## config.mk

```make
export PLATFORM = sky130hd
export DESIGN_NAME = multicycle_control
export DESIGN_NICKNAME = d
export VERILOG_FILES = /design/src/rtl/multicycle_control.sv
export SDC_FILE = /design/constraint.sdc
export NUM_CORES = 1
export LEC_CHECK = 0
export ABC_AREA = 1
export BUFFER_PORTS_ARGS = -buffer_cell sky130_fd_sc_hd__buf_2
export CORE_MARGIN = 5
export CORE_UTILIZATION = 45
export DETAILED_ROUTE_END_ITERATION = 12
export PLACE_DENSITY = 0.76
export SYNTH_ARGS = -nofsm -noshare
export SYNTH_HDL_FRONTEND = slang
export SYNTH_SLANG_ARGS = --single-unit
```

## constraint.sdc

```tcl
create_clock -name clk -period 1.6 [get_ports clk]
set_input_delay 0.08 -clock clk [delete_from_list [all_inputs] [get_ports clk]]
set_output_delay 0.08 -clock clk [all_outputs]
set_load 0.01 [all_outputs]
```

## src/rtl/multicycle_control.sv

```systemverilog
// rtl/multicycle_control.sv - multicycle CPU control FSM with memory wait timeout (optional ILLEGAL_TRAP_EN)
module multicycle_control #(
    parameter int MEM_TIMEOUT = 255
) (
    input  logic       clk,
    input  logic       rst_n,
    input  logic [6:0] opcode,
    input  logic [2:0] funct3,
    input  logic       zero,
    input  logic       mem_ready,
    output logic       pc_write,
    output logic       ir_write,
    output logic       reg_write,
    output logic       mem_read,
    output logic       mem_write,
    output logic       alu_src,
    output logic       bus_err,
    output logic [1:0] imm_select,
    output logic [2:0] state_o
);

    typedef enum logic [2:0] {
        FETCH     = 3'd0,
        DECODE    = 3'd1,
        EXECUTE   = 3'd2,
        MEM       = 3'd3,
`ifdef ILLEGAL_TRAP_EN
        WRITEBACK = 3'd4,
        TRAP      = 3'd5
`else
        WRITEBACK = 3'd4
`endif
    } state_t;

    localparam logic [6:0] OP_R      = 7'b0110011;
    localparam logic [6:0] OP_I      = 7'b0010011;
    localparam logic [6:0] OP_LOAD   = 7'b0000011;
    localparam logic [6:0] OP_STORE  = 7'b0100011;
    localparam logic [6:0] OP_BRANCH = 7'b1100011;

    localparam logic [7:0] TIMEOUT_CNT = 8'(MEM_TIMEOUT);

    state_t     state;
    state_t     state_next;
    logic [7:0] wait_cnt;

    logic is_r;
    logic is_i;
    logic is_load;
    logic is_store;
    logic is_branch;
    logic is_legal;
    logic in_wait_state;
    logic timeout;
    logic branch_taken;
    logic [1:0] imm_dec;

    assign is_r      = (opcode == OP_R);
    assign is_i      = (opcode == OP_I);
    assign is_load   = (opcode == OP_LOAD);
    assign is_store  = (opcode == OP_STORE);
    assign is_branch = (opcode == OP_BRANCH);
    assign is_legal  = is_r | is_i | is_load | is_store | is_branch;

    // Only FETCH and MEM wait on memory; a late mem_ready still beats the timeout.
    assign in_wait_state = (state == FETCH) || (state == MEM);
    assign timeout       = in_wait_state && !mem_ready && (wait_cnt == TIMEOUT_CNT);

    // BEQ and BNE are the only taken branch kinds.
    assign branch_taken = ((funct3 == 3'b000) && zero) || ((funct3 == 3'b001) && !zero);

    // Immediate format select from opcode; R-type and unknown opcodes use 00.
    always_comb begin
        imm_dec = 2'b00;
        if (is_store)
            imm_dec = 2'b01;
        else if (is_branch)
            imm_dec = 2'b10;
    end

    assign state_o = state;

    // State register; reset forces FETCH without waiting for a clock.
    always_ff @(posedge clk or negedge rst_n) begin
        if (!rst_n)
            state <= FETCH;
        else
            state <= state_next;
    end

    // Wait counter: cleared on any state entry or timeout, counts idle memory cycles.
    always_ff @(posedge clk or negedge rst_n) begin
        if (!rst_n)
            wait_cnt <= 8'd0;
        else if (timeout || (state_next != state))
            wait_cnt <= 8'd0;
        else if (in_wait_state && !mem_ready)
            wait_cnt <= wait_cnt + 8'd1;
    end

    // Next-state and output decode; pulses are masked while reset is held.
    always_comb begin
        state_next = state;
        pc_write   = 1'b0;
        ir_write   = 1'b0;
        reg_write  = 1'b0;
        mem_read   = 1'b0;
        mem_write  = 1'b0;
        alu_src    = 1'b0;
        bus_err    = 1'b0;
        imm_select = 2'b00;

        case (state)
            FETCH: begin
                if (timeout) begin
                    bus_err    = 1'b1;
                    state_next = FETCH;
                end else begin
                    mem_read = 1'b1;
                    if (mem_ready) begin
                        ir_write   = 1'b1;
                        pc_write   = 1'b1;
                        state_next = DECODE;
                    end
                end
            end

            DECODE: begin
                imm_select = imm_dec;
                if (is_legal)
                    state_next = EXECUTE;
                else
`ifdef ILLEGAL_TRAP_EN
                    state_next = TRAP;
`else
                    state_next = FETCH;
`endif
            end

            EXECUTE: begin
                imm_select = imm_dec;
                alu_src    = !(is_r || is_branch);
                if (is_branch) begin
                    pc_write   = branch_taken;
                    state_next = FETCH;
                end else if (is_load || is_store)
                    state_next = MEM;
                else if (is_r || is_i)
                    state_next = WRITEBACK;
                else
                    state_next = FETCH;
            end

            MEM: begin
                if (timeout) begin
                    bus_err    = 1'b1;
                    state_next = FETCH;
                end else begin
                    mem_read  = is_load;
                    mem_write = is_store;
                    if (mem_ready)
                        state_next = is_load ? WRITEBACK : FETCH;
                end
            end

            WRITEBACK: begin
                reg_write  = 1'b1;
                state_next = FETCH;
            end

`ifdef ILLEGAL_TRAP_EN
            TRAP: begin
                bus_err    = 1'b1;
                state_next = TRAP;
            end
`endif

            default: state_next = FETCH;
        endcase

        if (!rst_n) begin
            ir_write  = 1'b0;
            pc_write  = 1'b0;
            reg_write = 1'b0;
            bus_err   = 1'b0;
        end
    end

endmodule

```

-- Word-level counts from Yosys, hierarchy flattened
Index checks and enable logic that the tools add are counted.
- register bits: 11
- latch bits: 0
- memory bits (writable): 0
- ROM bits: 0
- input port bits: 14
- output and inout port bits: 12
- logic and storage cells: 70
- memories: 0
- add/sub/neg operators: 1
- multipliers: 0
- div/mod/pow operators: 0
- magnitude comparators: 0
- equal/unequal tests: 12
- shift-type cells: 0
- mux-type cells: 33
- bitwise logic cells: 4
- reductions and logical operators: 18
- operators by type and width (cell ; count):
    $mux 3 ; 8
    $mux 1 ; 16
    $mux 8 ; 2
    $eq 7x6->1 const B ; 2
    $pmux 3 s4 ; 1
    $add 8x1->8 const B ; 1
    $eq 8x8->1 const B ; 1
    $mux 2 ; 4
    $eq 7x2->1 const B ; 1
    $eq 7x5->1 const B ; 1
    $eq 7x7->1 const B ; 1
    $eq 3x1->1 const B ; 2
    $eq 3x2->1 const B ; 2
    $logic_not 3->1 ; 2
    $logic_or 1x1->1 ; 6
    $logic_and 1x1->1 ; 4
    $or 1x1->1 ; 4
    $pmux 1 s2 ; 2
    $reduce_or 2->1 ; 2
    $eq 3x3->1 const B ; 1
    $logic_not 1->1 ; 3
    $ne 3x3->1 ; 1
    $reduce_bool 2->1 ; 1

-- Logic depth before layout (Yosys ltp)
Gate-level depths: netlist (run 1).
- depth in word-level cells: 10
- gate-level depth with buffers: 10
- gate-level depth less buffers: 10

-- Worst setup path after synthesis (run 1)
Ideal clock, no wire load.
- path kind: reg-to-reg
- start point: reg wait_cnt[0]
- end point: reg wait_cnt[6]
- setup time: 124 ps
- data arrival time: 1302 ps
- required time: 1476 ps
- path slack: 174 ps
- stages on the path, launching flop included: 9
- buffers on the path: 0
- period minus slack after synthesis: 1426 ps
- cell sequence: dfrtp_1 > ha_1 > nand3_2 > nor2_4 > nand4_4 > nand2_2 > nand3_1 > nand2_4 > nor3_2
- word-level cells in the longest chain between the ends: 7
- elaborated cells between the ends (all ways): 11
- classes of those cells: add/sub: 1; eq/ne: 2; mux: 5; reduce/logical: 3
- RTL lines (item ; RTL line ; source):
    from (decl) ; 45 ; logic [7:0] wait_cnt;
    from (signal assigned) ; 98 ; wait_cnt <= wait_cnt + 8'd1;
    $eq 8x8->1 ; 67 ; assign timeout = in_wait_state && !mem_ready && (wait_cnt == TIMEOUT_CNT);
    $logic_and 1x1->1 ; 67 ;
    $mux 3, on equally long branches ; 155, 115 ;
    $pmux 3 s4 ; 113 ; case (state)
    $ne 3x3->1 ; 95 ; else if (timeout || (state_next != state))
    $logic_or 1x1->1 ; 95 ;
    $mux 8 / $reduce_bool 2->1 (equally long branches) ; n/a ;
Several ways; a longest one is shown, not always the timed one. The select of a mux whose other input is x is not followed.
A chain may end at the register's enable or synchronous reset.

-- Worst setup path after layout (run 1)
- start point: reg state[2] (netlist: state_o[2])
- end point: reg wait_cnt[2]
- word-level cells in the longest chain between the ends: 9
- elaborated cells between the ends (all ways): 16
- classes of those cells: eq/ne: 4; mux: 6; reduce/logical: 6
- RTL lines (item ; RTL line ; source):
    from (decl) ; 43 ; state_t state;
    from (signal assigned) ; 88 ; state <= state_next;
    $eq 3x2->1 / $logic_not 3->1 (equally long branches) ; 66, 113 ;
    $logic_or 1x1->1 ; 66 ; assign in_wait_state = (state == FETCH) || (state == MEM);
    $logic_and 1x1->1 (2 in a row) ; 67 ;
    $mux 3, on equally long branches ; 155, 115 ;
    $pmux 3 s4 * ; 113 ;
    via state_next[0] ; 44 ; state_t state_next;
    $ne 3x3->1 * ; 95 ;
    $logic_or 1x1->1 * ; 95 ;
    $mux 8 / $reduce_bool 2->1 (equally long branches) ; n/a ;
The timed path passes the listed nets; every way through them passes the cells marked *.

==> results.md, run 1 <==
Run status:
- The flow ran to the end, and the final reports show no timing, DRC or antenna violations.

Clock network:
- The number of clock sinks seen by CTS is 11.
- The clock latency of the later-clocked register in the worst-skew pair is between 200 and 300 ps.
- The clock root buffer master is clkbuf_4.
- The number of buffers created by CTS is 3.
- The H-tree depth is 1.
- The maximum buffer depth of the clock tree is 2.
- TritonCTS built the clock tree.
- After clock tree synthesis, the clock-pin slew on the worst setup and hold paths is 60 ps.

Placed design:
- The final weighted congestion in routability-driven placement is 0.803.
- After legalization and detailed placement, the total HPWL measured 1.55 mm.
- Port buffering added 25 buffers.
- The placed cell area is 988 sq um.
- Timing analysis after detailed placement gives a worst setup slack of 0.892 ps.

Global routing:
- The first global-routing pass estimated 3.11 mm of wire.
- The via count of the first global-routing pass is 697.
- The largest net degree at the start of global routing is 12.
- The global-route usage over all layers is 15.4%.
- In this run the most used layer during global routing was met2.
- For this run, global-route usage on met3 was measured as roughly 2.0%.
- The initial antenna violation count is 0.
- The met2 track demand over resource in global routing is 28.5%.
- The routing usage on met1 is 16.9%.
- Summed over all layers, the global routing overflow is 0.

Power and ir drop:
- The power density normalized to cell area is 663 nW/um^2.
- Across the VDD grid, the largest voltage drop is approximately 0.00053 V.
- The analysis attributes to net switching a power of around 0.25 mW.
- The switching portion of total power is ~32%.
- The share of power burned in combinational logic is around 31%.
- The leakage power figure is 0.567 nW.
- The clock share of power is 23.3%.
- Summing internal, switching and leakage power gives 0.770 mW.
- The share of total power dissipated in sequential elements is 45.4%.
- The internal power of the cells totals around 0.52 mW.

Run:
- The max-cap check violation count is 0.

Floorplan:
- The x dimension of the die is 52.8 um.
- The total number of placement rows is 15.
- The floorplan step defined a die boundary enclosing 2790 sq um.
- The core region is 1730 sq um.
- The initial utilization of the core area, before any placement, comes to 47.8%.
- The vertical extent of the die is 52.8 um.
- The top-level I/O count is 26.

Synth:
- The total nets after synthesis is 116.
- The post-synthesis register bit count is 11.
- The area of the mapped netlist is 825 sq um.
- The synthesized area divided by synthesized cell count is 8.16 sq um.
- By area the synthesized netlist is led by dfrtp_1, nor3_2, inv_1.
- The number of warning messages in the yosys log is 0.
- The share of synthesized area occupied by flip-flops and latches is 33.4%.
- Summed over its instances, the top area cell type makes up ~33% of the synthesized netlist area.
- dfrtp_1 takes more of the synthesized area than any other cell.
- The cell count after synthesis came out at 101.
- The post-synthesis cell type count is 26.

STA:
- Across all setup checks in the final design, the least slack found is 29.9 ps.
- The worst path needs 1570 ps of the cycle, external delays included.
- The slew at the pin with the worst max-slew slack is 333 ps.
- Based on the critical path, the design can be clocked at up to 637 MHz.
- Across the routed clock network, the largest skew measured is 5.65 ps.
- The number of slew-limit violations in the final report is 0.
- Setup total negative slack on the finished layout was measured at 0 ps.
- The share of the clock period used by the worst path is just under 100%.
- The count of final hold-check violations is 0.
- Setup violations remaining at the end of the flow were counted as 0.
- Setup repair after global routing could not meet its margin everywhere.
- The max-slew headroom at the worst pin is 77.6%.

Route:
- For this run, design rule violations remaining after detail routing come to 0.
- The average vias per placed instance is 5.15.
- The detailed router finished its first iteration with 14 violations.
- The wire length after detailed routing is between 2 and 2.5 mm.
- Before antenna repair, the detailed router went through 4 iterations.
- The number of vias after detailed routing is 845.
- The number of routed nets with antenna violations is 0.
- In the final routed layout, each cell accounts on average for ~13 um.

Layout:
- The diode insertion count for antenna repair is 0.
- Leaving out fill and tap cells, the most frequent cell in the layout is buf_2.
- Once layout is complete, the utilization of the core stands at 67.2%.
- In the final layout, the share of cells above drive strength 1 is 51.1%.
- The final design area excluding fillers is 1160 sq um.
- The layout-stage area growth over the synthesis result is 40.8%.
- The number of nets in the finished design is about 160.
- In the layout the commonest cells are buf_2, nand2_1, inv_1, nor2_1, dfrtp_1.

Setup path:
- The critical path launch point type is a flip-flop.
- Data arrives at the worst endpoint at 1750 ps.
- The worst setup path is of the reg -> reg kind.
- The required time of the critical path is 1780 ps.
- STA classifies the critical path endpoint as a flip-flop.
- The setup slack on the worst flop-to-flop path is roughly 30 ps.
- The maximum fanout count along the critical path is 8.

Hold path:
- The class of the tightest hold or removal check is in -> reg.
-- worst max-delay path: stages, from the launching register on --
cell and delay (ps):
dfrtp_1 420, inv_2 130, nand3_2 140, nand2_2 120, nand4_4 140, nand2_2 130, nand2_2 80, nand2_4 90
nand2_8 90, nor3_2 170
-- synthesized netlist by cell type, drive strengths merged --
| library cell | instances |
|---|---|
| ha | 1 |
| nand4 | 5 |
| nor4 | 2 |
| nor3 | 11 |
| a41oi | 1 |
| dfrtp | 11 |
| nand3 | 10 |
| xnor2 | 4 |
| nor2 | 14 |
| a21oi | 1 |
| o22ai | 1 |
| o21ai | 1 |
| xor2 | 3 |
| or2 | 1 |
| inv | 16 |
| nand3b | 1 |
| nand2 | 18 |
-- through the flow --
step	hold slack (ps)	instances
2_1_floorplan	-216	101
3_3_place_gp	20.5	152
3_5_place_dp	20.8	152
4_1_cts	158	158
5_1_grt	184	164
6_report	185	164
-- per-layer routing --
metal  vias up  routed length [um]  share of wire, %
li1        410                   -                 -
met1       398                 787                36
met2        31                1210                56
met3         6                 130               6.0
met4         0                  40               1.8
met5         -                   0                 0
-- sequential cells by signal, indices dropped and copies added, names as in the netlist --
register  count
state_o       3
wait_cnt      8
-- final cells by class --
cell class | instances | area (sq um)
Multi-Input combinational cell | 74 | 568
Fill cell | 138 | 566
Sequential cell | 11 | 278
Timing Repair Buffer | 34 | 195
Inverter | 16 | 62.6
Tap cell | 25 | 31.3
Clock buffer | 4 | 26.3
-- repair_timing --
action,CTS,global route
pin swaps,0,5
setup endpoints to repair,7,15
endpoints found under the hold margin,11,0
buffers inserted,1,6
hold buffers,1,0
gates resized for setup,1,20
-- cell families (layout without fill, tap and decap cells) --
kind of cell / count (synthesis) / count (layout) / synth area share, %
AOI/OAI and AO/OA: 4 / 4 / 3.03
xor gates and xnor gates: 7 / 7 / 7.44
adders and majority gates: 1 / 1 / 1.52
DFF: 11 / 11 / 33.4
and+or+nand+nor: 62 / 62 / 47.3
buffers and inverters: 16 / 54 / 7.28
-- power groups by stage --
stage / Sequential, mW / Combinational [mW] / Clock [mW]
2_1_floorplan: 0.338 / 0.124 / 0
3_3_place_gp: 0.342 / 0.172 / 0
3_5_place_dp: 0.344 / 0.179 / 0
4_1_cts: 0.337 / 0.195 / 0.189
5_1_grt: 0.354 / 0.266 / 0.203
6_report: 0.350 / 0.241 / 0.179
-- final timing paths --
kind	start	to	cells after the start
hold reg to reg	wait_cnt[0]$_DFFE_PN0P_	wait_cnt[0]$_DFFE_PN0P_	2
setup reg to reg	state_o[2]$_DFF_PN0_	wait_cnt[2]$_DFFE_PN0P_	9
max in group asynchronous	rst_n	state_o[1]$_DFF_PN0_	3
min in group asynchronous	rst_n	wait_cnt[7]$_DFFE_PN0P_	3
setup / recovery	state_o[2]$_DFF_PN0_	wait_cnt[2]$_DFFE_PN0P_	9
hold / removal	opcode[4]	state_o[2]$_DFF_PN0_	3
No activity file was read; power rests on OpenSTA's default activity.
==> run 2, diff against run 1 <==
CORE_MARGIN = default   (was 5)
==> results.md, run 2 (synthesis gave the netlist of run 1 again) <==
STA:
- The max-slew headroom at the worst pin is 85.7% (+8.1 points).
- The number of slew-limit violations in the final report was 0 (unchanged).
- The final number of setup-violating endpoints is 0 (unchanged).
- The post-route minimum period was 1550 ps (-17.9 ps).
- The final clock skew came to 1.45 ps (-4.20 ps).
- Setup repair after global routing could not meet its margin everywhere.
- The slew at the pin with the worst max-slew slack was 213 ps (-121 ps).
- The share of the clock period used by the worst path is 97.0% (-1.1 points).
- The smallest setup slack after layout was 47.8 ps (+17.9 ps).
- The count of final hold-check violations is 0 (unchanged).
- The maximum operating frequency is 644 MHz (+1.2%).

Setup path:
- The cell at the slowest stage of the critical path is dfrtp_1.
- The maximum fanout count along the critical path was 8 (unchanged).
- The critical path is of the reg -> reg type.
- The type of element capturing the critical path is a flip-flop.
- The critical path goes through ha_4 > nand3_4 > nor2_4 > nand4_4 > nand2_2 > nand2_2 > nand2_2 > nand2_4 > nor3_2.
- The stage delay of the slowest cell on the critical path is 400 ps (-20 ps).
- The setup slack on the worst flop-to-flop path came to 50 ps (+20 ps).
- The arrival time of data at the critical path endpoint is 1740 ps (about the same).
- STA classifies the critical path startpoint as a flip-flop.
- The most used cell along the critical path is nand2_2.
- The required time of the critical path is 1790 ps (about the same).

Run status:
- The run finished with clean final reports.

Power and ir drop:
- The post-layout total power was 0.772 mW (+0.22%).
- The peak supply drop is 0.000650 V (+22%).
- The power density normalized to cell area is 662 nW/um^2 (-0.21%).
- The leakage power figure came to 0.571 nW (+0.63%).

Placed design:
- The minimum setup slack after placement is 40.5 ps (+39.6 ps).
- The final weighted congestion in routability-driven placement is 0.879 (+9.4%).
- The detailed-placement wirelength estimate came to 1.37 mm (-11%).
- The placed instance count was 152 (unchanged).
- The total of buffers placed on input and output ports was 25 (unchanged).
- The placed cell area is 988 sq um (unchanged).

Clock network:
- The H-tree depth was 1 (unchanged).
- The number of clock sinks seen by CTS is 11 (unchanged).
- The clock latency of the later-clocked register in the worst-skew pair is 260 ps (about the same).
- The clock input transition at the sequential cells of the worst setup and hold paths is 70 ps (about the same).
- The maximum buffer depth of the clock tree was 2 (unchanged).
- The clock root buffer master is clkbuf_4.
- The number of buffers created by CTS is 3 (unchanged).
- TritonCTS built the clock tree.

Run:
- The max-cap check violation count is 0 (unchanged).

Route:
- The number of vias after detailed routing is 821 (-2.8%).
- The number of DRC markers after the initial detailed-route iteration is 9 (-5).
- The iteration count of the initial detailed-routing pass was 4 (unchanged).
- The number of routed nets with antenna violations is 0 (unchanged).
- The average vias per placed instance is 4.95 (-4.0%).
- The wire length after detailed routing is 2.02 mm (-6.9%).
- The average wire per standard cell is 12.2 um (-8.0%).
- The post-detailed-route DRC marker count was 0 (unchanged).

Layout:
- The utilization after layout came to 67.5% (+0.29 points).
- The number of filler cells placed in the layout came to 141 (+2.2%).
- The diode insertion count for antenna repair is 0 (unchanged).
- The register name with the most flops is wait_cnt.
- The fraction of layout cells with a size suffix above 1 is 52.5% (+1.4 points).
- The most common cell after layout, fill and taps aside is buf_2.
- The final design area excluding fillers came to 1170 sq um (+0.43%).
- In the layout the commonest cells are buf_2, nand2_1, inv_1, buf_4.
- The number of nets in the finished design is 157 (+1.3%).
- The final non-filler cell total is 166 (+1.2%).
- The flip-flop count of the largest register, all copies and words added was 8 (unchanged).
- The layout-stage area growth over the synthesis result is 41.4%.

Global routing:
- The overall overflow remaining after global route came to 0 (unchanged).
- The first-pass GRT wire length is 3.03 mm (-2.4%).
- The largest net degree at the start of global routing is 12 (unchanged).
- The via count of the first global-routing pass is 728 (+4.4%).
- The initial antenna violation count is 0 (unchanged).
- The global-route usage over all layers is 20.4% (+4.9 points).

Floorplan:
- The area of the die is 2010 sq um (-28%).
- The total number of placement rows is 15 (unchanged).
- The vertical extent of the die was 44.8 um (-15%).
- The x dimension of the die came to 44.8 um (-15%).
- The core region area is 1730 sq um (unchanged).
- The top-level I/O count is 26 (unchanged).
- The starting density of the core came to 47.8% (unchanged).

Hold path:
- The class of the tightest hold or removal check is in -> reg.
## run 2: area by class of cell
cell class | count | area, sq um | share of cell area (%)
Clock buffer | 4 | 26.3 | 2.25
Multi-Input combinational cell | 74 | 558 | 47.9
Tap cell | 25 | 31.3 | 2.68
Timing Repair Buffer | 36 | 210 | 18.0
Sequential cell | 11 | 278 | 23.8
Inverter | 16 | 62.6 | 5.36
## run 2: repair_timing
action | in CTS | in global routing
setup endpoints to repair | 3 | 15
gates resized for setup | 1 | 19
pin swaps | 0 | 11
buffers inserted | 1 | 8
hold endpoints to repair | 11 | 0
hold buffers | 1 | 0
## run 2: final timing paths
check                                         from                      end  cells after the start
setup reg to reg           wait_cnt[0]$_DFFE_PN0P_  wait_cnt[4]$_DFFE_PN0P_                      9
min in group asynchronous                    rst_n  wait_cnt[6]$_DFFE_PN0P_                      3
hold reg to reg            wait_cnt[7]$_DFFE_PN0P_  wait_cnt[7]$_DFFE_PN0P_                      2
setup / recovery           wait_cnt[0]$_DFFE_PN0P_  wait_cnt[4]$_DFFE_PN0P_                      9
hold / removal                           opcode[4]     state_o[2]$_DFF_PN0_                      3
max in group asynchronous                    rst_n     state_o[0]$_DFF_PN0_                      3
## run 2: metrics by stage
stage | setup TNS, ps | hold WS, ps
floorplan | 0 | -216
global placement | 0 | 20.8
detailed placement | 0 | 24.6
CTS | 0 | 124
global route | -232 | 151
finish | 0 | 151
## run 2: worst max-delay path, delay by kind of cell, from the launching register on
| family | cells | cell delay (ps) |
|---|---|---|
| AND/OR/NAND/NOR | 8 | 900 |
| flip-flops | 1 | 400 |
| adder cells (fa/ha/maj) | 1 | 170 |
## run 2: power by group
| group | switching [mW] | internal [mW] |
|---|---|---|
| Clock | 0.0894 | 0.0964 |
| Combinational | 0.120 | 0.117 |
| Sequential | 0.0406 | 0.308 |
## run 2: layer usage
| layer | global-route usage (%) | wire length, um | part of all wire, % | vias to the layer above |
|---|---|---|---|---|
| li1 | - | - | - | 413 |
| met1 | 25.1 | 863 | 43 | 371 |
| met2 | 36.2 | 1020 | 51 | 31 |
| met3 | 2.40 | 90 | 4.5 | 6 |
| met4 | 7.88 | 40 | 2.0 | 0 |
| met5 | 0 | 0 | 0 | - |
==> run 3, diff against run 2 <==
ABC_AREA = default   (was 1)
PLACE_DENSITY = 0.75   (was 0.76)
==> results.md, run 3 <==
Run status:
- The flow ran to the end, but the final reports show violations.
- The final reports fail on setup timing.

Synth:
- After synthesis, the most frequently instantiated cells are nor2_1, dfrtp_1, nand2_1.
- The post-synthesis cell type count was 38 (+46%).
- The number of synthesized flops with an enable pin came to 0 (unchanged).
- The area of the mapped netlist was 850 sq um (+3.0%).
- The most common cell in the synthesized netlist is nor2_1.
- The most used flip-flop cell after synthesis is dfrtp_1.
- The share of synthesized flip-flops with an asynchronous set or reset is 100% (unchanged).
- The total nets after synthesis is 116 (unchanged).
- The synthesized area divided by synthesized cell count is 8.41 sq um (+3.0%).
- The number of warning messages in the yosys log is 0 (unchanged).
- The post-synthesis register bit count is 11 (unchanged).
- The instance count of the mapped netlist is 101 (unchanged).
- Of all cell types, the one taking the most synthesized area is dfrtp_1.
- The fraction of synthesized cell area taken by the top area cell type came to 32.4% (-0.98 points).
- After synthesis, the cell types taking the most area are dfrtp_1, nor2_1, xor2_1.
- The share of synthesized area occupied by flip-flops and latches came to 32.4% (-0.98 points).

Power and ir drop:
- The leakage power figure is 0.597 nW (+4.5%).
- The peak supply drop is 0.000483 V (-26%).
- The power density normalized to cell area was 516 nW/um^2 (-22%).

STA:
- The maximum operating frequency is 557 MHz (-14%).
- The number of slew-limit violations in the final report came to 0 (unchanged).
- The final number of setup-violating endpoints came to 13 (+13).
- Setup repair after global routing could not meet its margin everywhere.
- The smallest setup slack after layout came to -196 ps (-243 ps).
- The share of the clock period used by the worst path is 112% (+15 points).
- The total negative setup slack is -1020 ps (-1020 ps).
- The final clock skew came to 6.00 ps (+4.55 ps).
- The slew at the pin with the worst max-slew slack is 366 ps (+153 ps).
- The max-slew headroom at the worst pin is 75.3% (-10 points).
- The count of final hold-check violations is 0 (unchanged).
- The post-route minimum period came to 1800 ps (+243 ps).

Setup path:
- The worst-case reg-to-reg path depth is 9 (unchanged).
- The maximum fanout count along the critical path came to 2 (-6).
- The critical path goes through buf_6 > xnor2_4 > nor3b_4 > nand3_2 > nor2_4 > and2_1 > buf_2.
- The kind of critical path is reg -> out.
- The critical path launch point type is a flip-flop.
- The stage delay of the slowest cell on the critical path came to 390 ps (about the same).
- The cell at the slowest stage of the critical path is dfrtp_1.
- The family with the most delay on the worst path is simple AND/OR/NAND/NOR gates.
- The required time of the critical path is 1520 ps (-270 ps).
- The critical path starts at state_o[0]$_DFF_PN0_.
- The launch point of the worst reg-to-reg path is state_o[0]$_DFF_PN0_.
- STA classifies the critical path endpoint as an output port.
- The number of buffers and inverters on the critical path came to 2 (+2).
- The arrival time of data at the critical path endpoint is 1720 ps (-20 ps).
- The total stage count of the critical path is 7 (-2).

Global routing:
- The via count of the first global-routing pass is 884 (+21%).
- The initial antenna violation count came to 0 (unchanged).
- The global-route usage over all layers is 25.1% (+4.7 points).
- The largest net degree at the start of global routing came to 11 (-1).
- The first-pass GRT wire length is 3.71 mm (+23%).
- The overall overflow remaining after global route is 0 (unchanged).

Clock network:
- The clock latency of the later-clocked register in the worst-skew pair was 270 ps (about the same).
- The number of buffers created by CTS was 3 (unchanged).
- The clock input transition at the sequential cells of the worst setup and hold paths is 70 ps (about the same).
- TritonCTS built the clock tree.
- The maximum buffer depth of the clock tree is 2 (unchanged).
- The clock root buffer master is clkbuf_4.
- The number of clock sinks seen by CTS is 11 (unchanged).
- The H-tree depth is 1 (unchanged).

Route:
- The number of routed nets with antenna violations is 0 (unchanged).
- The post-detailed-route DRC marker count is 0 (unchanged).
- The iteration count of the initial detailed-routing pass is 4 (unchanged).
- The number of DRC markers after the initial detailed-route iteration was 24 (+15).
- The number of vias after detailed routing is 979 (+19%).
- The wire length after detailed routing is 2.59 mm (+28%).
- The average vias per placed instance is 5.50 (+11%).
- The average wire per standard cell is 14.5 um (+20%).

Layout:
- The number of nets in the finished design is 169 (+7.6%).
- The final non-filler cell total is 178 (+7.2%).
- The number of filler cells placed in the layout is 130 (-7.8%).
- The fraction of layout cells with a size suffix above 1 is 47.1% (-5.4 points).
- The diode insertion count for antenna repair came to 0 (unchanged).
- The area growth from synthesis to layout is 52.4%.
- The flip-flop count of the largest register, all copies and words added is 8 (unchanged).
- The register name with the most flops is wait_cnt.
- In the layout the commonest cells are buf_2, buf_4, nor2_1, dfrtp_1, nand2_1.

Floorplan:
- The core region area is 1750 sq um (+1.1%).
- The total number of placement rows is 15 (unchanged).
- The vertical extent of the die is 45.5 um (+1.4%).
- The top-level I/O count is 26 (unchanged).
- The area of the die is 2070 sq um (+2.9%).
- The x dimension of the die is 45.5 um (+1.4%).
- The starting density of the core is 48.7% (+0.92 points).

Hold path:
- The worst hold path cell count is 2 (-1).
- The class of the tightest hold or removal check is in -> reg.
- In this run the most critical hold path is launched from opcode[6].

Run:
- The max-cap check violation count came to 0 (unchanged).

Placed design:
- The detailed-placement wirelength estimate is 1.77 mm (+29%).
- The final weighted congestion in routability-driven placement is 0.910 (+3.5%).
- The total of buffers placed on input and output ports was 25 (unchanged).
- The minimum setup slack after placement came to -16.5 ps (-57.0 ps).
- The placed instance count is 166 (+9.2%).
run 3: cell count changes after synthesis, sizes merged, moves of 2 or more:
| cell | previous run | this run |
|---|---|---|
| clkbuf | 0 | 4 |
| nor2b | 0 | 2 |
| o21bai | 0 | 2 |
| a21oi | 1 | 6 |
| a22oi | 0 | 2 |
| inv | 16 | 1 |
| a22o | 0 | 2 |
| nor3 | 11 | 5 |
| nor3b | 0 | 5 |
| nand2b | 0 | 3 |
| and3 | 0 | 2 |
| xor2 | 3 | 6 |
| nand2 | 18 | 8 |
| nand3 | 10 | 3 |
run 3: worst reg2reg max path: stages (launching register included):
cell and delay (ps):
dfrtp_1 390, buf_6 130, xnor2_4 150, nor3b_4 230, buf_4 170, buf_4 110
buf_4 130, nand4_1 140, xor2_1 170, nor2_1 100
run 3: worst paths after layout:
kind	to	slack [ps]
setup / recovery	bus_err	-200
max in group asynchronous	wait_cnt[6]$_DFFE_PN0P_	1060
hold reg to reg	wait_cnt[7]$_DFFE_PN0P_	590
setup reg to reg	wait_cnt[7]$_DFFE_PN0P_	-180
hold / removal	state_o[2]$_DFF_PN0_	120
min in group asynchronous	wait_cnt[1]$_DFFE_PN0P_	180
run 3: cell type report:
cell class | count | area, sq um | area share (%)
multi-input cells | 84 | 612 | 47.2
repair buffers | 53 | 345 | 26.7
flip-flops and latches | 11 | 277 | 21.4
well taps | 25 | 31.3 | 2.42
clock buffers | 4 | 26.3 | 2.03
inverters | 1 | 3.75 | 0.290
run 3: cells by family after synthesis:
logic type	after synthesis	share of synthesized area, %
simple gates	55	37.0
compound gates	18	14.3
flops	11	32.4
xor+xnor	9	10.2
buf+inv	6	3.53
mux	1	1.18
fa+ha+maj	1	1.47
run 3: per-stage QoR:
stage	util (%)	power, mW	hold slack [ps]	instance area [sq um]
after global routing	74.2	0.705	122	1290
after detailed placement	65.4	0.453	-57.2	1140
after CTS	71.1	0.660	102	1240
final	74.2	0.668	118	1290
after global placement	65.4	0.449	-58.3	1140
after floorplan	-	0.377	-216	862
run 3: routing by layer:
layer	global-route usage, %	vias up	part of all wire [%]
li1	-	469	-
met1	32.3	470	44
met2	41.7	34	48
met3	7.54	6	5.3
met4	4.24	0	2.4
met5	0	-	0
run 3: where the power goes:
group	internal (mW)	switching (mW)
sequential	0.283	0.00385
combinational	0.0990	0.0934
clock	0.0967	0.0923
total	0.479	0.190
run 3: repair_timing:
item	CTS	global route
pin swaps	6	4
setup endpoints to repair	7	16
endpoints found under the hold margin	11	0
setup buffers	5	2
hold buffers	1	0
gates resized for setup	8	8
